[config.mk]
export PLATFORM = sky130hd
export DESIGN_NAME = dmem_arbiter
export DESIGN_NICKNAME = d
export VERILOG_FILES = /design/src/rtl/dmem_arb_pkg.sv /design/src/rtl/dmem_arb_pick.sv /design/src/rtl/dmem_arbiter.sv
export SDC_FILE = /design/constraint.sdc
export NUM_CORES = 1
export LEC_CHECK = 0
export ABC_CLOCK_PERIOD_IN_PS = 2600
export CELL_PAD_IN_SITES_DETAIL_PLACEMENT = 0
export CELL_PAD_IN_SITES_GLOBAL_PLACEMENT = 2
export CORE_MARGIN = 2
export CORE_UTILIZATION = 16
export CTS_BUF_LIST = sky130_fd_sc_hd__clkbuf_2 sky130_fd_sc_hd__clkbuf_4 sky130_fd_sc_hd__clkbuf_8
export CTS_CLUSTER_DIAMETER = 100
export DETAILED_ROUTE_END_ITERATION = 10
export MAX_ROUTING_LAYER = met4
export PLACE_DENSITY_LB_ADDON = 0.1
export REMOVE_ABC_BUFFERS = 1
export SLEW_MARGIN = 20
export SYNTH_ARGS = -nofsm -noshare
export SYNTH_HDL_FRONTEND = slang
export SYNTH_SLANG_ARGS = --single-unit
[constraint.sdc]
create_clock -name clk -period 2.6 [get_ports clk]
set_clock_uncertainty 0.05 [all_clocks]
set_input_delay 0.65 -clock clk [delete_from_list [all_inputs] [get_ports clk]]
set_output_delay 0.65 -clock clk [all_outputs]
set_load 0.1 [all_outputs]
[src/rtl/dmem_arb_pkg.sv]
// ---------------------------------------------------------------------------
// dmem_arb_pkg
// Shared types and default sizes for the data-memory arbiter.
//   own_e          : current bus owner (none, CPU port m0, secondary port m1)
//   DMEM_*         : default data width, address width, legal byte window and
//                    ownership hold limit
//   port_to_own()  : maps a port index (0/1) to its owner encoding
// ---------------------------------------------------------------------------
package dmem_arb_pkg;

    localparam int DMEM_DW        = 32;
    localparam int DMEM_AW        = 32;
    localparam int DMEM_MEM_BYTES = 256;
    localparam int DMEM_MAX_HOLD  = 4;

    typedef enum logic [1:0] {
        OWN_NONE = 2'd0,
        OWN_M0   = 2'd1,
        OWN_M1   = 2'd2
    } own_e;

    function automatic own_e port_to_own(input logic port);
        return port ? OWN_M1 : OWN_M0;
    endfunction

endpackage

[src/rtl/dmem_arb_pick.sv]
// ---------------------------------------------------------------------------
// dmem_arb_pick
// Combinational winner selection for the two-port data-memory arbiter.
//   i_req       : request vector, bit 0 = m0, bit 1 = m1
//   i_own       : current owner
//   i_hold_cnt  : grants already issued to the current owner (saturating)
//   i_last      : last granted port (0 = m0, 1 = m1), breaks ties when idle
//   o_win_vld   : some port wins this cycle
//   o_win_id    : winning port index
//   o_keep      : winner is the current owner continuing its tenure
// ---------------------------------------------------------------------------
module dmem_arb_pick
    import dmem_arb_pkg::*;
#(
    parameter int MAX_HOLD = DMEM_MAX_HOLD,
    parameter int HW       = 3
) (
    input  logic [1:0]    i_req,
    input  own_e          i_own,
    input  logic [HW-1:0] i_hold_cnt,
    input  logic          i_last,
    output logic          o_win_vld,
    output logic          o_win_id,
    output logic          o_keep
);

    localparam logic [HW-1:0] HOLD_MAX_W = HW'(MAX_HOLD);

    logic w_hold_left;
    assign w_hold_left = (i_hold_cnt < HOLD_MAX_W);

    always_comb begin
        o_win_vld = 1'b0;
        o_win_id  = 1'b0;
        o_keep    = 1'b0;
        // The owner keeps the memory while it asks, unless the other side is
        // waiting and the owner has used up its hold budget.
        if (i_own == OWN_M0 && i_req[0] && (!i_req[1] || w_hold_left)) begin
            o_win_vld = 1'b1;
            o_win_id  = 1'b0;
            o_keep    = 1'b1;
        end else if (i_own == OWN_M1 && i_req[1] && (!i_req[0] || w_hold_left)) begin
            o_win_vld = 1'b1;
            o_win_id  = 1'b1;
            o_keep    = 1'b1;
        end else if (i_own == OWN_M0 && i_req[1]) begin
            o_win_vld = 1'b1;
            o_win_id  = 1'b1;
        end else if (i_own == OWN_M1 && i_req[0]) begin
            o_win_vld = 1'b1;
            o_win_id  = 1'b0;
        end else if (i_own == OWN_NONE && i_req != 2'b00) begin
            o_win_vld = 1'b1;
            // Tie from idle goes to whoever was not served last.
            o_win_id  = (i_req == 2'b11) ? ~i_last : i_req[1];
        end
    end

endmodule

[src/rtl/dmem_arbiter.sv]
// ---------------------------------------------------------------------------
// dmem_arbiter
// Shares a single-port, word-addressed data memory (combinational read,
// write on rising clk) between the CPU load/store port m0 and a secondary
// port m1. One access per cycle, round-robin with a bounded ownership hold,
// byte-window range check and registered read responses.
//   clk, reset_n          : clock, asynchronous active-low reset
//   mN_req/we/addr/wdata  : request from port N (level, held until granted)
//   mN_gnt                : combinational, access performed this cycle
//   mN_rvalid/mN_rdata    : registered read response, one cycle after grant
//   mN_err                : registered one-cycle pulse for out-of-range access
//   mem_we/mem_a/mem_wd   : memory write enable, byte address, write data
//   mem_rd                : memory read data (combinational)
//   o_dbg_own             : current owner state
//   o_dbg_hold_cnt        : grants issued to current owner
// ---------------------------------------------------------------------------
module dmem_arbiter
    import dmem_arb_pkg::*;
#(
    parameter int DW        = DMEM_DW,
    parameter int AW        = DMEM_AW,
    parameter int MEM_BYTES = DMEM_MEM_BYTES,
    parameter int MAX_HOLD  = DMEM_MAX_HOLD
) (
    input  logic                         clk,
    input  logic                         reset_n,
    input  logic                         m0_req,
    input  logic                         m0_we,
    input  logic [AW-1:0]                m0_addr,
    input  logic [DW-1:0]                m0_wdata,
    output logic                         m0_gnt,
    output logic                         m0_rvalid,
    output logic [DW-1:0]                m0_rdata,
    output logic                         m0_err,
    input  logic                         m1_req,
    input  logic                         m1_we,
    input  logic [AW-1:0]                m1_addr,
    input  logic [DW-1:0]                m1_wdata,
    output logic                         m1_gnt,
    output logic                         m1_rvalid,
    output logic [DW-1:0]                m1_rdata,
    output logic                         m1_err,
    output logic                         mem_we,
    output logic [AW-1:0]                mem_a,
    output logic [DW-1:0]                mem_wd,
    input  logic [DW-1:0]                mem_rd,
    output own_e                         o_dbg_own,
    output logic [$clog2(MAX_HOLD+1)-1:0] o_dbg_hold_cnt
);

    localparam int              HW         = $clog2(MAX_HOLD + 1);
    localparam logic [HW-1:0]   HOLD_MAX_W = HW'(MAX_HOLD);
    localparam logic [AW-1:0]   MEM_LIMIT  = AW'(MEM_BYTES);

    // Handshake: mN_req acts as valid and mN_gnt as ready. A transfer happens
    // in the cycle where both are high; until then the requester keeps
    // req/we/addr/wdata stable. gnt depends combinationally on req and state.

    own_e            r_own;
    logic [HW-1:0]   r_hold;
    logic            r_last;
    logic [1:0]      r_rvalid;
    logic [1:0]      r_err;
    logic [1:0][DW-1:0] r_rdata;

    logic [1:0]      w_req;
    logic [1:0]      w_we;
    logic [1:0]      w_inr;
    logic [1:0]      w_gnt;
    logic            w_win_vld;
    logic            w_win_id;
    logic            w_keep;
    logic            w_any;
    logic [AW-1:0]   w_sel_addr;
    logic [DW-1:0]   w_sel_wdata;

    assign w_req    = {m1_req, m0_req};
    assign w_we     = {m1_we, m0_we};
    assign w_inr[0] = (m0_addr < MEM_LIMIT);
    assign w_inr[1] = (m1_addr < MEM_LIMIT);

    dmem_arb_pick #(
        .MAX_HOLD (MAX_HOLD),
        .HW       (HW)
    ) u_pick (
        .i_req      (w_req),
        .i_own      (r_own),
        .i_hold_cnt (r_hold),
        .i_last     (r_last),
        .o_win_vld  (w_win_vld),
        .o_win_id   (w_win_id),
        .o_keep     (w_keep)
    );

    // Grants are forced low while reset is asserted so nothing reaches memory.
    assign w_any    = w_win_vld & reset_n;
    assign w_gnt[0] = w_any & ~w_win_id;
    assign w_gnt[1] = w_any &  w_win_id;

    assign w_sel_addr  = w_win_id ? m1_addr  : m0_addr;
    assign w_sel_wdata = w_win_id ? m1_wdata : m0_wdata;

    assign m0_gnt = w_gnt[0];
    assign m1_gnt = w_gnt[1];
    assign mem_a  = w_any ? w_sel_addr  : '0;
    assign mem_wd = w_any ? w_sel_wdata : '0;
    // Out-of-window writes are dropped here; the requester sees err instead.
    assign mem_we = w_any & w_we[w_win_id] & w_inr[w_win_id];

    always_ff @(posedge clk or negedge reset_n) begin
        if (!reset_n) begin
            r_own  <= OWN_NONE;
            r_hold <= '0;
            r_last <= 1'b1;
        end else if (!w_win_vld) begin
            r_own  <= OWN_NONE;
            r_hold <= '0;
        end else begin
            r_own  <= port_to_own(w_win_id);
            r_last <= w_win_id;
            if (w_keep)
                r_hold <= (r_hold == HOLD_MAX_W) ? r_hold : r_hold + 1'b1;
            else
                r_hold <= HW'(1);
        end
    end

    always_ff @(posedge clk or negedge reset_n) begin
        if (!reset_n) begin
            r_rvalid <= '0;
            r_err    <= '0;
            r_rdata  <= '0;
        end else begin
            for (int p = 0; p < 2; p++) begin
                r_rvalid[p] <= w_gnt[p] & ~w_we[p];
                r_err[p]    <= w_gnt[p] & ~w_inr[p];
                // rdata holds its last value between reads.
                if (w_gnt[p] & ~w_we[p])
                    r_rdata[p] <= w_inr[p] ? mem_rd : '0;
            end
        end
    end

    assign m0_rvalid = r_rvalid[0];
    assign m1_rvalid = r_rvalid[1];
    assign m0_err    = r_err[0];
    assign m1_err    = r_err[1];
    assign m0_rdata  = r_rdata[0];
    assign m1_rdata  = r_rdata[1];

    assign o_dbg_own      = r_own;
    assign o_dbg_hold_cnt = r_hold;

endmodule
==> out/summary.md <==
The flow ran to the end, but the final reports show violations. The checks that failed: setup timing. Routed length per instance: 20.0 um. Beginning of the worst hold path: r_last$_DFFE_PN1P_. The smallest clock period supported by the final layout is computed as 2.86 ns. STA puts the critical path data required time at 1.90 ns.

Counting the buffers created by CTS gives 9. The cell sitting at the root of the clock tree is a clkbuf_8. The tools report the core area as 24,500 um2.

Using the TritonRoute via totals, the vias-per-cell ratio works out to 4.28. Arrival time at the worst endpoint: 2.16 ns. Startpoint type of the worst setup path: a flop. The slew at the pin with the worst max-slew slack was 0.984 ns; the cell depth of the worst flop-to-flop path was 8. The tools report the sum of net half-perimeters after detailed placement as 17.2 mm. The via count of the first global-routing pass was 5,679; the layout cell share with drive strength beyond 1 was 0.382.

The flip-flop and latch count after synthesis came out at 74. The number of violations reported at the end of detailed-routing iteration 0 was 218; the mean area per synthesized cell was 7.13 um2. Clock-pin slew was measured on the worst setup and hold paths at 0.07 ns.

The logs give 74 for the total number of clock tree sinks and 67 for the final setup violation count. Max-cap violations in this run came to 0. The reported leakage power came out at 4.37 nW. The level count of the clock H-tree was 3. The register area share after synthesis is 0.463, and the quantity of I/O buffers inserted on ports is 305. Setup repair after global routing could not meet its margin everywhere. In this run the cell area measured after placement is 8320 um2. The run gives 32 as the count of distinct cell types in the synthesized netlist.

In this design, the stage delay of the slowest critical-path cell is 0.53 ns. The worst-case IR drop observed on VDD is 0.000280 V. The die width works out to 162 um.

For this run, the detailed router's first-pass iteration total came to 4. Routability-driven placement finished with a final weighted congestion of 0.881. The area share of the leading cell type in the synthesized netlist works out to 0.457. Type of the tightest min-delay check: reg2reg.

The share of flip-flops with an asynchronous set or reset works out to 1.00. The worst setup path startpoint is r_last$_DFFE_PN1P_. The total count of max-transition violations in the final report came out at 0.

The relative area change from synthesis to final layout was 143%. The die covers 26,300 um2. Summing all non-filler instances in the final layout gives an area of 9740 um2. Summed over all instances, the cell type with the most area after synthesis is dfrtp_1. The total wire length after detailed routing is 25.3 mm.

The capture endpoint of the worst hold path is r_last$_DFFE_PN1P_. The worst setup path is captured at an output pin. In this run, synthesis inferred 0 flip-flops with an integrated enable. The first global-routing pass estimated 36.6 mm of wire. The floorplan step set the die height to 162 um. The tools report the total power consumption of the routed design as 0.00503 W. The total number of placement rows was 57. The power density over the cells is 517 nW/um2, and the I/O pin total is 306. TritonCTS built the clock tree. The peak fanout along the critical path is 5, and the maximum number of pins on one net before global-route repair is 75.

The logs give 0.164 for the initial cell density of the core and 0.192 for the all-layer global routing usage. The critical path is of the reg2out type. The logs give 4000 um2 for the mapped cell area and -0.259 ns for the final setup slack of the worst path. Global routing finished with a remaining overflow of 0. The share of the clock period used by the worst path after layout was 1.10. Yosys attributes the largest share of cell area to dfrtp_1 46%, nand2_1 25%, a21oi_1 8.1%. The register-to-register path setup slack was 0.37 ns; the number of DRC violations after detailed routing was 0. The remaining max-slew budget at the tightest pin came out at 0.344.

The endpoint identified for the worst register-to-register timing path is m0_rdata[20]$_DFFE_PN0P_. The startpoint of the lowest-slack register-to-register path is o_dbg_own[0]$_DFF_PN0_. Clock latency on the worst-skew pair, taken at its later pin, is 0.35 ns.

For the number of cells produced by synthesis, the log shows 561. Walking the worst path, the cells encountered are nor3b_2 -> o21ai_2 -> nand3_2 -> buf_6 -> clkbuf_16 -> buf_16 -> nand2_1 -> a21oi_4 -> buf_12. For the count of nets after finishing, the log shows 1,097.

The worst hold path was traced through 2 stages. The initial antenna violation count came out at 7. For this run, the number of Yosys warnings is 0.

In this run the deepest clock path goes through 2 buffers. The largest individual stage delay along the critical path comes from the cell dfstp_2. Static timing analysis puts the maximum clock frequency at 350 MHz. Detailed routing inserted a total of 5,418 vias.

The number of failing hold endpoints at the final stage was 0; the number of nets with antenna violations after routing was 0. Prevailing post-synth register cell: dfrtp_1. The run gives 0 as the cts-stage hold buffer count.
## where the power goes
part           switching (W)  internal (W)  leakage [nW]
Sequential         0.0000156       0.00117          1.02
Clock               0.000476      0.000646         0.120
Combinational        0.00164       0.00109          3.22
## registers in the layout, indices dropped and copies added (netlist names)
name            flops
r_last              1
o_dbg_own           2
r_err               2
m0_rdata           32
o_dbg_hold_cnt      3
r_rvalid            2
m1_rdata           32
## cell type report
| class | count | area (um2) |
|---|---|---|
| sequential | 74 | 1850 |
| antenna | 7 | 17.5 |
| multi-input combinational | 440 | 2490 |
| clock buffer | 9 | 124 |
| inverter | 6 | 31.3 |
| clock inverter | 7 | 124 |
| fill | 2509 | 14700 |
| timing repair buffer | 398 | 4690 |
| tap | 324 | 405 |
## cell families after synthesis
family / synth area share
AO/OA/AOI/OAI: 0.138
AND/OR/NAND/NOR: 0.339
buffers and inverters: 0.0516
XOR/XNOR: 0.00219
adder cells (fa/ha/maj): 0.00625
flip-flops: 0.463
## per-layer routing
| metal | part of all wire | GRT usage |
|---|---|---|
| met1 | 0.40 | 0.223 |
| met2 | 0.53 | 0.336 |
| met3 | 0.049 | 0.0360 |
| met4 | 0.021 | 0.0615 |
| met5 | 0 | - |
## metrics by stage
step                TNS, ns  std cells  setup WS [ns]  hold slack (ns)   util
floorplan           -298.97        520          -3.38            0.304      -
global placement     -55.84       1206         -0.753            0.405  0.340
detailed placement   -57.81       1206         -0.697            0.408  0.340
CTS                  -15.91       1249         -0.268            0.426  0.388
global route         -20.85       1265         -0.360            0.448  0.398
finish               -13.81       1265         -0.259            0.418  0.398
## worst max path at each step
| stage | end | slack (ns) | cells after the start |
|---|---|---|---|
| finish | mem_wd[10] | -0.26 | 9 |
| global route | mem_wd[21] | -0.36 | 11 |
| CTS | mem_wd[15] | -0.27 | 9 |
| detailed placement | mem_we | -0.70 | 8 |
| global placement | mem_we | -0.75 | 8 |
| floorplan | mem_a[0] | -3.38 | 6 |
## critical path: cells and delay by family (launching register included)
| family | cells | cell delay [ns] |
|---|---|---|
| AOI/OAI and AO/OA | 2 | 0.29 |
| buffers and inverters | 4 | 0.62 |
| and+or+nand+nor | 3 | 0.36 |
| DFF | 1 | 0.53 |
## synthesized netlist by cell type, types with 3 or more instances
cell      count
nand2_1     264
dfrtp_1      73
a21oi_1      65
nand3_1      36
o21ai_0      33
clkbuf_1     32
nor4_1       12
nor2_1        7
buf_2         5
inv_1         4
buf_6         3
nand4_1       3
nor3_1        3
## what timing repair did
| item | 4_1_cts | 5_1_grt |
|---|---|---|
| hold endpoints to repair | 0 | 0 |
| pin swaps | 58 | 34 |
| cloned | 8 | 7 |
| resized for setup | 200 | 19 |
| setup buffers | 20 | 3 |
| setup endpoints to repair | 67 | 99 |
## cell usage in the layout, fill, tap and decap left out, types with 7 or more instances in the layout
cell type / count
nand2_1: 253
buf_4: 132
clkdlybuf4s50_1: 114
buf_12: 83
dfrtp_1: 73
a21oi_2: 48
nand3_1: 34
dlygate4sd2_1: 34
o21ai_0: 33
a21oi_4: 15
nand2_2: 10
clkbuf_8: 9
buf_16: 9
diode_2: 7
clkbuf_16: 7
No activity file was read; power rests on OpenSTA's default activity.
